## config.mk

```make
export PLATFORM = sky130hd
export DESIGN_NAME = cpu_trace_tx_flat
export DESIGN_NICKNAME = d
export VERILOG_FILES = /design/src/rtl/cpu_trace_tx_if.sv /design/src/rtl/cpu_trace_tx.sv /design/src/flat_wrapper.sv
export SDC_FILE = /design/constraint.sdc
export NUM_CORES = 1
export LEC_CHECK = 0
export CELL_PAD_IN_SITES_DETAIL_PLACEMENT = 0
export CELL_PAD_IN_SITES_GLOBAL_PLACEMENT = 1
export CORE_MARGIN = 2
export CORE_UTILIZATION = 50
export CTS_CLUSTER_DIAMETER = 200
export DETAILED_ROUTE_END_ITERATION = 7
export GPL_TIMING_DRIVEN = 0
export PLACE_DENSITY_LB_ADDON = 0.1
export SLEW_MARGIN = 20
export SYNTH_ARGS = -nofsm -noshare
export SYNTH_HDL_FRONTEND = slang
export SYNTH_SLANG_ARGS = --single-unit
```

## constraint.sdc

```tcl
create_clock -name clock -period 9.2 [get_ports clock]
set_clock_uncertainty 0.2 [all_clocks]
set_input_delay 1.84 -clock clock [delete_from_list [all_inputs] [get_ports clock]]
set_output_delay 1.84 -clock clock [all_outputs]
set_load 0.03 [all_outputs]
```

## src/rtl/cpu_trace_tx_if.sv

```systemverilog
// Byte-wide valid/ready stream carrying serialized trace records.
interface cpu_trace_tx_if;
    logic       tx_valid;
    logic [7:0] tx_data;
    logic       tx_ready;

    modport master (output tx_valid, output tx_data, input tx_ready);
    modport slave  (input tx_valid, input tx_data, output tx_ready);
endinterface

```

## src/rtl/cpu_trace_tx.sv

```systemverilog
// Pipeline trace transmitter: captures per-cycle CPU snapshots into a record
// FIFO and streams them out as 8-byte records over a byte-wide valid/ready port.
module cpu_trace_tx #(
    parameter int DEPTH_LOG2 = 3
) (
    input  logic                  clock,
    input  logic                  reset,
    input  logic                  capture_enable,
    input  logic [15:0]           if_pc,
    input  logic [15:0]           id_instruction,
    input  logic [3:0]            wb_write_reg,
    input  logic [15:0]           wb_write_data,
    input  logic                  wb_reg_write,
    input  logic                  pc_stop,
    input  logic                  id_flush,
    input  logic                  halt,
    cpu_trace_tx_if.master        tx,
    output logic [DEPTH_LOG2:0]   fifo_count,
    output logic                  overflow,
    output logic [7:0]            drop_count,
    output logic                  halted
);
    localparam logic [DEPTH_LOG2:0] FULL_COUNT = {1'b1, {DEPTH_LOG2{1'b0}}};

    typedef enum logic {S_IDLE, S_SEND} state_t;

    state_t                state_q, state_d;
    logic [2:0]            index_q, index_d;
    logic [63:0]           shift_q, shift_d;
    logic [15:0]           cycle_ctr_q, cycle_ctr_d;
    logic [DEPTH_LOG2-1:0] wr_ptr_q, wr_ptr_d;
    logic [DEPTH_LOG2-1:0] rd_ptr_q, rd_ptr_d;
    logic [DEPTH_LOG2:0]   count_q, count_d;
    logic                  overflow_q, overflow_d;
    logic [7:0]            drop_count_q, drop_count_d;
    logic                  halted_q, halted_d;
    logic [63:0]           mem_q [1 << DEPTH_LOG2];

    logic [63:0] record;
    logic        capture;
    logic        push;
    logic        pop;
    logic        drop;
    logic        byte_accept;
    logic        last_byte;

    // Capture, FIFO bookkeeping and sticky status
    always_comb begin
        record = {cycle_ctr_q[7:0], if_pc, id_instruction,
                  wb_reg_write, pc_stop, id_flush, halt, wb_write_reg,
                  wb_write_data};
        capture     = capture_enable && !halted_q;
        byte_accept = (state_q == S_SEND) && tx.tx_ready;
        last_byte   = byte_accept && (index_q == 3'd7);
        // The serializer pulls the head record whenever it is free to start one
        pop  = (count_q != '0) && ((state_q == S_IDLE) || last_byte);
        push = capture && ((count_q != FULL_COUNT) || pop);
        drop = capture && !push;

        cycle_ctr_d = cycle_ctr_q + 16'd1;
        wr_ptr_d    = push ? wr_ptr_q + 1'b1 : wr_ptr_q;
        rd_ptr_d    = pop ? rd_ptr_q + 1'b1 : rd_ptr_q;
        count_d     = count_q;
        if (push && !pop) begin
            count_d = count_q + 1'b1;
        end else if (pop && !push) begin
            count_d = count_q - 1'b1;
        end
        overflow_d   = overflow_q || drop;
        drop_count_d = (drop && (drop_count_q != 8'hFF)) ? drop_count_q + 8'd1 : drop_count_q;
        halted_d     = halted_q || (capture && halt);
    end

    // Serializer: shift register presents byte 0 first, index tracks position
    always_comb begin
        state_d = state_q;
        index_d = index_q;
        shift_d = shift_q;
        case (state_q)
            S_IDLE: begin
                if (pop) begin
                    state_d = S_SEND;
                    index_d = 3'd0;
                    shift_d = mem_q[rd_ptr_q];
                end
            end
            S_SEND: begin
                if (last_byte) begin
                    index_d = 3'd0;
                    if (pop) begin
                        shift_d = mem_q[rd_ptr_q];
                    end else begin
                        state_d = S_IDLE;
                        shift_d = '0;
                    end
                end else if (byte_accept) begin
                    index_d = index_q + 3'd1;
                    shift_d = {shift_q[55:0], 8'h00};
                end
            end
            default: begin
                state_d = S_IDLE;
            end
        endcase
    end

    always_ff @(posedge clock or negedge reset) begin
        if (!reset) begin
            state_q      <= S_IDLE;
            index_q      <= '0;
            shift_q      <= '0;
            cycle_ctr_q  <= '0;
            wr_ptr_q     <= '0;
            rd_ptr_q     <= '0;
            count_q      <= '0;
            overflow_q   <= 1'b0;
            drop_count_q <= '0;
            halted_q     <= 1'b0;
        end else begin
            state_q      <= state_d;
            index_q      <= index_d;
            shift_q      <= shift_d;
            cycle_ctr_q  <= cycle_ctr_d;
            wr_ptr_q     <= wr_ptr_d;
            rd_ptr_q     <= rd_ptr_d;
            count_q      <= count_d;
            overflow_q   <= overflow_d;
            drop_count_q <= drop_count_d;
            halted_q     <= halted_d;
        end
    end

    // Record storage needs no reset; the pointers define what is valid
    always_ff @(posedge clock) begin
        if (push) begin
            mem_q[wr_ptr_q] <= record;
        end
    end

    assign tx.tx_valid = (state_q == S_SEND);
    assign tx.tx_data  = shift_q[63:56];
    assign fifo_count  = count_q;
    assign overflow    = overflow_q;
    assign drop_count  = drop_count_q;
    assign halted      = halted_q;
endmodule

```

## src/flat_wrapper.sv

```systemverilog
// flat-port wrapper written by rule: the top's interface ports become plain ports
module cpu_trace_tx_flat 
#(
    parameter int DEPTH_LOG2 = 3
)
  (clock, reset, capture_enable, if_pc, id_instruction, wb_write_reg, wb_write_data, wb_reg_write, pc_stop, id_flush, halt, fifo_count, overflow, drop_count, halted, tx_tx_valid, tx_tx_data, tx_tx_ready);
  cpu_trace_tx_if tx_i ();
  input  logic clock;
  input  logic reset;
  input  logic capture_enable;
  input  logic [15:0] if_pc;
  input  logic [15:0] id_instruction;
  input  logic [3:0] wb_write_reg;
  input  logic [15:0] wb_write_data;
  input  logic wb_reg_write;
  input  logic pc_stop;
  input  logic id_flush;
  input  logic halt;
  output logic [DEPTH_LOG2:0] fifo_count;
  output logic overflow;
  output logic [7:0] drop_count;
  output logic halted;
  output wire logic [$bits(tx_i.tx_valid)-1:0] tx_tx_valid;
  output wire logic [$bits(tx_i.tx_data)-1:0] tx_tx_data;
  input wire logic [$bits(tx_i.tx_ready)-1:0] tx_tx_ready;
  assign tx_tx_valid = tx_i.tx_valid;
  assign tx_tx_data = tx_i.tx_data;
  assign tx_i.tx_ready = tx_tx_ready;
  cpu_trace_tx #(.DEPTH_LOG2(DEPTH_LOG2)) u_core (.clock(clock), .reset(reset), .capture_enable(capture_enable), .if_pc(if_pc), .id_instruction(id_instruction), .wb_write_reg(wb_write_reg), .wb_write_data(wb_write_data), .wb_reg_write(wb_reg_write), .pc_stop(pc_stop), .id_flush(id_flush), .halt(halt), .tx(tx_i), .fifo_count(fifo_count), .overflow(overflow), .drop_count(drop_count), .halted(halted));
endmodule
```

==> results.cfg, run 1 <==
[drt]
drt-total-wl_um = 52500
viasPerCell = 5.72
drtAntennaViolNets = 0
drt-initial-drc-count = 983
drc = 0
wl_per_cell_um = 24.6
vias = 12213
dr.pass1.iters = 5

[power]
ir_drop_mv = 0.169
power_density_nw_per_um2 = 255
p_leak_nw = 9.55

[final_layout]
final_cell_count_no_fill = 2135
multiInputGateArea_sq_um = 5300
nFillCells = 3415
drive_gt1_frac = 0.166
final_core_util = 0.599
layout.nets = 1544
syn_to_final_growth_pct = 18.4
seq_area_sq_um = 17800

[floorplanning]
die-area_sq_um = 48600
start_util = 0.505
top_level_ports = 83
die_height_um = 220
core_area_sq_um = 46400
rows = 79
die_x_um = 220

[worst_setup_path]
end_kind = flip-flop
reg2reg_from = u_core.index_q[0]
crit_fanout = 10
startpoint = tx_tx_ready
arrival_ns = 5.24
critPathKind = in -> reg
reg2reg_to = u_core.mem_q[0][31]
start_kind = input pin
reg2reg_depth = 11
ff2ff_setup_slack_ns = 5.12
crit_required_ns = 9.31

[grt]
antenna_found_initial = 3
met1_usage = 0.312
grt_start_max_net_pins = 73
grt-busiest-layer = met2
grt_pass1_vias = 12560
grt.overflow.total = 0
grt_use_total = 0.224
met3_usage = 0.0324
grt_pass1_wl_um = 79100
grt_use_met2 = 0.372

[timing]
slew_headroom = 0.296
final.setup.tns_ns = 0
worst_hold_slack_ns = 0.267
timing.final.crit_period_ns = 5.13
period_share = 0.558
grt_setup_unrepaired = false
hold_viol_final = 0
layout_setup_ws_ns = 4.07
setup_viol = 0
worstMarginPinSlew_ns = 1.06
final_max_slew_viol_count = 0
fmax_mhz = 195

[synth]
synth_area_leaders = edfxtp_1 66%, dfrtp_1 10%, mux4_2 6.9%, mux2i_1 4.9%, nand3_1 2.5%
ys.flop_type = edfxtp_1
synth_cells = 1287
avgSynthCellArea_sq_um = 18.2
syn-num-nets = 1357
syn-cell-area_sq_um = 23400
ys_async_sr_fraction = 0.158
synth_cell_type_count = 38
synth.most_common_cell = edfxtp_1
synth_top_area_frac = 0.656
synth-seq-cells = 608
yosysSeqAreaShare = 0.759
yosys_warnings = 0
synth-edff-count = 512
synth_top_cell_by_area = edfxtp_1
ys_top_cells_by_count = 512 x edfxtp_1, 119 x nand3_1, 114 x mux2i_1, 96 x dfrtp_1, 76 x nand2_1

[clock_tree]
clkSinkCount = 608
cts_tree = done
cts_buffer_depth = 3
ctsHoldBuffers = 0
insertion_delay_ns = 0.62
root_buffer = clkbuf_16
postCtsSetupBuffers = 0
cts_max_level = 2
cts-buffers-inserted = 61
cts-resized-gates = 0
clk_pin_slew_worst_paths_ns = 0.06

[place]
dpl.cell_count = 2018
port_buffers = 82
hpwl_um = 34500
post-place-ws_ns = 3.44
place_congestion = 0.749

[worst_hold_path]
hold_path_end = u_core.overflow
whs_path_depth = 1
worst_hold_startpoint = u_core.overflow
hold_class = reg -> reg

[outcome]
status = complete, no violations

[job]
drv_cap = 0
-- state kept, by name, summed over array words and instances (netlist names), 3 cells and up --
signal / cells
u_core.cycle_ctr_q: 8
u_core.drop_count: 8
u_core.fifo_count: 4
u_core.index_q: 3
u_core.mem_q: 512
u_core.rd_ptr_q: 3
u_core.shift_q: 64
u_core.wr_ptr_q: 3
-- how the worst max path moves through the flow --
stage	to	cells past startpoint
2_1_floorplan	u_core.mem_q[1][0]	5
4_1_cts	u_core.mem_q[0][31]	10
5_1_grt	u_core.mem_q[0][31]	10
6_report	u_core.mem_q[0][31]	10
3_3_place_gp	u_core.mem_q[0][37]	6
3_5_place_dp	u_core.mem_q[0][37]	10
-- cells in the final DEF, fill, tap and decap left out, types with 5 or more instances in the layout --
master / Yosys / final
mux2i_1: 114 / 114
and3_1: 11 / 11
buf_6: 1 / 6
edfxtp_1: 512 / 512
ha_1: 9 / 9
xor2_1: 8 / 8
nor3_1: 10 / 8
buf_4: 11 / 26
buf_2: 28 / 28
nand3_1: 119 / 119
clkinv_1: 0 / 14
o211ai_1: 56 / 56
buf_12: 0 / 6
nor2_4: 0 / 6
nand2_1: 76 / 76
nand2b_1: 6 / 6
buf_16: 0 / 17
a221o_1: 8 / 8
clkdlybuf4s50_1: 0 / 81
mux2_2: 5 / 5
clkbuf_16: 0 / 63
clkbuf_1: 31 / 50
dfrtp_1: 96 / 96
xnor2_1: 9 / 9
buf_1: 13 / 12
mux4_2: 72 / 72
a22oi_1: 56 / 56
clkinv_2: 0 / 8
-- power by group --
group          switching [mW]  internal [mW]  leakage [nW]
sequential              0.118           3.11          5.88
combinational           0.816          0.646          2.73
clock                    1.00           1.39         0.935
-- per-stage QoR --
stage	instance area [sq um]	total power [mW]
floorplan	23400	4.27
CTS	27700	7.16
detailed placement	25800	4.78
global placement	25000	4.75
finish	27800	7.08
global route	27800	7.38
-- cells by family after synthesis --
family,after synthesis,share of synthesized area
adder cells (fa/ha/maj),10,0.00566
multiplexers,191,0.120
AND/OR/NAND/NOR,241,0.0484
XOR/XNOR,17,0.00635
buffers and inverters,88,0.0177
AO/OA/AOI/OAI,132,0.0430
flip-flops,608,0.759
-- layout make-up --
cell class                 count  area share
antenna                        2    0.000180
buffer                        84      0.0144
clock buffer                  85      0.0609
clock inverter                30     0.00879
inverter                       4    0.000541
multi-input combinational    591       0.191
sequential                   608       0.640
tap                          607      0.0274
timing repair buffer         124      0.0565
-- critical path, cell delays in order --
cell and delay [ns]:
clkdlybuf4s50_1 0.56, a21boi_0 0.11, buf_2 0.26, a311oi_2 0.56
nand2b_1 0.34, nor3_2 0.69, buf_4 0.31, buf_6 0.17
buf_4 0.18, buf_4 0.20
-- layer usage --
layer  vias up  share of wire
li1       5529              -
met2       302           0.50
met3        76          0.048
met1      6304           0.43
met4         2          0.022
met5         -        0.00023
Note: power is estimated with default switching activity, not from simulation.
==> inputs of run 2 (changes only) <==
==> constraint.sdc (replaced) <==
create_clock -name clock -period 5 [get_ports clock]
set_clock_uncertainty 0.2 [all_clocks]
set_input_delay 1 -clock clock [delete_from_list [all_inputs] [get_ports clock]]
set_output_delay 1 -clock clock [all_outputs]
set_load 0.03 [all_outputs]
==> run 2 against run 1 <==
  * Wire length up 0.97%
  * Global-route usage up 0.076 points
  * First-iteration DRC count down 14%
  * Setup slack worse by 3.2 ns
  * Largest cell class unchanged
  * Final cell count down 0.75%
  * Largest power group unchanged
  * Sequential share of layout area down 0.086 points
  * Power up 88%
  * Final area up 0.14%
  * Sequential cell count unchanged
  * Critical path depth down 1
==> results.cfg, run 2 (synthesis gave the netlist of run 1 again) <==
[timing]
hold_viol_final = 0
grt_setup_unrepaired = false
setup_viol = 0
final_max_slew_viol_count = 0
worstMarginPinSlew_ns = 0.983
timing.final.crit_period_ns = 4.08
fmax_mhz = 245
slew_headroom = 0.344
layout_setup_ws_ns = 0.916
period_share = 0.817

[clock_tree]
insertion_delay_ns = 0.61
postCtsSetupBuffers = 0
cts-resized-gates = 0
root_buffer = clkbuf_16
cts-buffers-inserted = 60
clk_pin_slew_worst_paths_ns = 0.06
cts_max_level = 2
cts_tree = done
cts_buffer_depth = 3
ctsHoldBuffers = 0
clkSinkCount = 608

[worst_setup_path]
ff2ff_setup_slack_ns = 1.18
cp_slowest_stage_delay_ns = 0.72
slowest_stage = nor3_4
cp_top_family = buffers and inverters
start_kind = input pin
end_kind = flip-flop
critPathBufInv = 5
reg2reg_depth = 10
critPathKind = in -> reg
startpoint = tx_tx_ready
crit_chain = clkdlybuf4s50_1 > a21boi_0 > buf_2 > a311oi_2 > nand2b_1 > nor3_4 > buf_8 > buf_8 > buf_16
reg2reg_from = u_core.index_q[0]
crit_fanout = 12
reg2reg_to = u_core.mem_q[0][42]
arrival_ns = 4.20
crit_top_cell = buf_8
crit_required_ns = 5.12

[final_layout]
layout_commonest_cell = edfxtp_1
diodes = 0
reg_top3 = u_core.mem_q x512, u_core.shift_q x64
layout.nets = 1532
final_core_util = 0.600
drive_gt1_frac = 0.166
final_cell_mix = 512 x edfxtp_1, 119 x nand3_1, 114 x mux2i_1, 96 x dfrtp_1, 81 x clkdlybuf4s50_1
largest_register = u_core.mem_q
final_cell_count_no_fill = 2119
largest_reg_flops = 512
syn_to_final_growth_pct = 18.6

[grt]
grt_use_total = 0.225
grt_pass1_vias = 12516
grt_pass1_wl_um = 79100
grt_start_max_net_pins = 73
grt.overflow.total = 0
antenna_found_initial = 2

[drt]
drt-total-wl_um = 53000
wl_per_cell_um = 25.0
vias = 12313
drt-initial-drc-count = 848
drtAntennaViolNets = 0
viasPerCell = 5.81
dr.pass1.iters = 5
drc = 0

[place]
hpwl_um = 34300
port_buffers = 82
place_congestion = 0.742
dpl.cell_count = 2007
post-place-ws_ns = 0.273

[floorplanning]
die_x_um = 220
start_util = 0.505
die-area_sq_um = 48600
core_area_sq_um = 46400
top_level_ports = 83
rows = 79
die_height_um = 220

[job]
drv_cap = 0

[outcome]
status = complete, no violations

[worst_hold_path]
hold_class = in -> async

[power]
ir_drop_mv = 0.304
p_leak_nw = 9.55
power_density_nw_per_um2 = 479
-- run 2: power breakdown --
| part | internal [mW] | leakage (nW) | switching, mW |
|---|---|---|---|
| Sequential | 5.72 | 5.88 | 0.228 |
| Combinational | 1.19 | 2.66 | 1.52 |
| Clock | 2.81 | 0.999 | 1.85 |
| Total | 9.72 | 9.55 | 3.60 |
-- run 2: area by class of cell --
cell class / count / area [sq um]
inverters: 4 / 15.0
fillers: 3435 / 18600
clock buffers: 83 / 1650
flip-flops and latches: 608 / 17800
clock inverters: 29 / 399
well taps: 607 / 759
multi-input cells: 591 / 5310
repair buffers: 113 / 1480
plain buffers: 84 / 400
-- run 2: worst max path at each step --
stage	endpoint	slack, ns	cells after the start
CTS	u_core.mem_q[0][42]	0.94	9
floorplan	u_core.mem_q[7][0]	-0.23	5
finish	u_core.mem_q[0][42]	0.92	9
global placement	u_core.mem_q[3][46]	-4.08	6
detailed placement	u_core.mem_q[0][42]	0.27	9
global route	u_core.mem_q[0][42]	0.73	9
-- run 2: metal layers --
layer / track usage / up-vias / wire length [um] / share of wire
met5: 0 / - / 30 / 0.00057
met3: 0.0418 / 84 / 3180 / 0.060
li1: - / 5498 / - / -
met4: 0.0604 / 4 / 1260 / 0.024
met1: 0.312 / 6369 / 22600 / 0.43
met2: 0.371 / 358 / 25900 / 0.49
-- run 2: through the flow --
stage / hold WS [ns] / TNS, ns / power, mW / area (sq um)
floorplan: 0.242 / -84.45 / 7.86 / 23400
global placement: 0.252 / -2121.91 / 8.75 / 25000
detailed placement: 0.260 / 0 / 8.80 / 25700
CTS: 0.0272 / 0 / 13.5 / 27800
global route: 0.0430 / 0 / 13.9 / 27800
finish: 0.0477 / 0 / 13.3 / 27800
-- run 2: worst register-to-register path, stage by stage (launching register included) --
cell	delay, ns
dfrtp_1	0.37
ha_1	0.15
ha_1	0.20
a21boi_0	0.10
buf_2	0.26
a311oi_2	0.53
nand2b_1	0.35
nor3_4	0.72
buf_8	0.27
buf_8	0.20
buf_16	0.17
==> inputs of run 3 (changes only) <==
==> constraint.sdc (replaced) <==
create_clock -name clock -period 3.9 [get_ports clock]
set_clock_uncertainty 0.2 [all_clocks]
set_input_delay 0.78 -clock clock [delete_from_list [all_inputs] [get_ports clock]]
set_output_delay 0.78 -clock clock [all_outputs]
set_load 0.03 [all_outputs]
==> run 3 against run 2 <==
  * Count of clock-buffer cells in the layout shrank 3
  * Critical path type unchanged
  * Clock power rose by 25%
  * Core utilization barely moved
  * First-iteration DRC count is 22% higher
  * Final cell count increased by 0.28%
  * Setup slack worse by 0.69 ns
  * Largest cell class unchanged
  * Critical endpoint is now u_core.mem_q[0][40]
  * Highest routed layer unchanged
  * Die area is the same
==> results.cfg, run 3 (synthesis gave the netlist of run 1 again) <==
[outcome]
status = complete, no violations

[worst_hold_path]
worst_hold_startpoint = u_core.overflow
hold_class = reg -> reg
hold_path_end = u_core.overflow
whs_path_depth = 1

[final_layout]
largest_register = u_core.mem_q
reg_top3 = u_core.mem_q x512, u_core.shift_q x64
layout_commonest_cell = edfxtp_1
final_cell_mix = 512 x edfxtp_1, 119 x nand3_1, 114 x mux2i_1, 96 x dfrtp_1, 81 x clkdlybuf4s50_1
largest_reg_flops = 512
seq_area_sq_um = 17800
syn_to_final_growth_pct = 18.5
multiInputGateArea_sq_um = 5310
drive_gt1_frac = 0.169
layout.nets = 1535
nFillCells = 3436

[timing]
setup_viol = 0
final_max_slew_viol_count = 0
final.setup.tns_ns = 0
grt_setup_unrepaired = false
worst_hold_slack_ns = 0.271
period_share = 0.943
slew_headroom = 0.370
layout_setup_ws_ns = 0.224
worstMarginPinSlew_ns = 0.945
hold_viol_final = 0
timing.final.crit_period_ns = 3.68
fmax_mhz = 272

[floorplanning]
rows = 79
core_area_sq_um = 46400
die_height_um = 220
die-area_sq_um = 48600
die_x_um = 220
top_level_ports = 83
start_util = 0.505

[worst_setup_path]
cp_top_family = buffers and inverters
start_kind = input pin
reg2reg_to = u_core.mem_q[0][40]
ff2ff_setup_slack_ns = 0.25
crit_top_cell = buf_8
crit_required_ns = 4.03
reg2reg_from = u_core.index_q[0]
crit_chain = clkdlybuf4s50_1 > a21boi_0 > buf_2 > a311oi_2 > nand2b_1 > nor3_4 > buf_8 > buf_8
critPathBufInv = 4
cp_slowest_stage_delay_ns = 0.67
crit_fanout = 11
end_kind = flip-flop
slowest_stage = nor3_4
critPathKind = in -> reg
arrival_ns = 3.80
reg2reg_depth = 9

[clock_tree]
cts-buffers-inserted = 60
root_buffer = clkbuf_16
clk_pin_slew_worst_paths_ns = 0.06
cts_max_level = 2
cts_buffer_depth = 3
insertion_delay_ns = 0.63
clkSinkCount = 608
cts_tree = done

[drt]
drt-initial-drc-count = 1035
drc = 0
dr.pass1.iters = 5
wl_per_cell_um = 25.0
drt-total-wl_um = 53200
vias = 12276
viasPerCell = 5.78
drtAntennaViolNets = 0

[place]
hpwl_um = 34200
port_buffers = 82
place_congestion = 0.765
post-place-ws_ns = -0.478

[grt]
grt.overflow.total = 0
grt_use_total = 0.226
grt_pass1_vias = 12537
grt_start_max_net_pins = 73
antenna_found_initial = 3
grt_pass1_wl_um = 79600

[power]
power_density_nw_per_um2 = 611
ir_drop_mv = 0.452
p_leak_nw = 9.53

[job]
drv_cap = 0
[run 3: changes by cell type in the layout (fill, tap and decap cells not counted), moves of 2 or more]
cell and change:
clkinv_1 +3, clkbuf_1 -4, buf_12 +3, buf_16 -3, bufinv_16 -4, clkinvlp_4 +3
clkinv_4 +2, clkbuf_16 +2
[run 3: cell type report]
| class | count | area share |
|---|---|---|
| sequential | 608 | 0.640 |
| multi-input combinational | 591 | 0.191 |
| clock buffer | 80 | 0.0601 |
| timing repair buffer | 116 | 0.0537 |
| tap | 607 | 0.0273 |
| buffer | 84 | 0.0144 |
| clock inverter | 34 | 0.0125 |
| inverter | 4 | 0.000541 |
| antenna | 1 | 0.0000901 |
[run 3: worst max path at each step]
stage	from	end	slack (ns)	cells past startpoint
after floorplan	tx_tx_ready	u_core.mem_q[7][0]	-0.11	5
after global placement	tx_tx_ready	u_core.mem_q[6][42]	-2.84	6
after detailed placement	tx_tx_ready	u_core.mem_q[4][41]	-0.48	8
after CTS	tx_tx_ready	u_core.mem_q[4][46]	0.18	8
after global routing	u_core.index_q[0]	u_core.mem_q[0][42]	0.01	9
final	tx_tx_ready	u_core.mem_q[0][40]	0.22	8
[run 3: per-stage QoR]
step / instance area [sq um] / total power [mW] / utilization / cells
2_1_floorplan: 23500 / 10.1 / - / 1287
3_3_place_gp: 25100 / 11.2 / 0.540 / 1976
3_5_place_dp: 25700 / 11.3 / 0.555 / 2007
4_1_cts: 27700 / 17.2 / 0.598 / 2122
5_1_grt: 27800 / 17.7 / 0.599 / 2125
6_report: 27800 / 17.0 / 0.599 / 2125
[run 3: where the power goes]
part	internal, mW	switching [mW]	total (mW)	leakage, nW
Sequential	7.34	0.295	7.63	5.88
Clock	3.41	2.44	5.85	0.976
Combinational	1.53	1.96	3.48	2.67
[run 3: routing by layer]
metal	vias to the layer above	share of wire	track usage
met5	-	0.00053	0
met4	4	0.021	0.0613
met3	87	0.046	0.0410
met2	285	0.49	0.370
met1	6390	0.44	0.316
li1	5510	-	-
[run 3: what timing repair did]
| action | CTS | global route |
|---|---|---|
| resized for setup | 0 | 0 |
| hold endpoints to repair | 24 | 0 |
| setup endpoints to repair | 0 | 18 |
| buffers inserted | 0 | 2 |
| hold buffers | 1 | 0 |
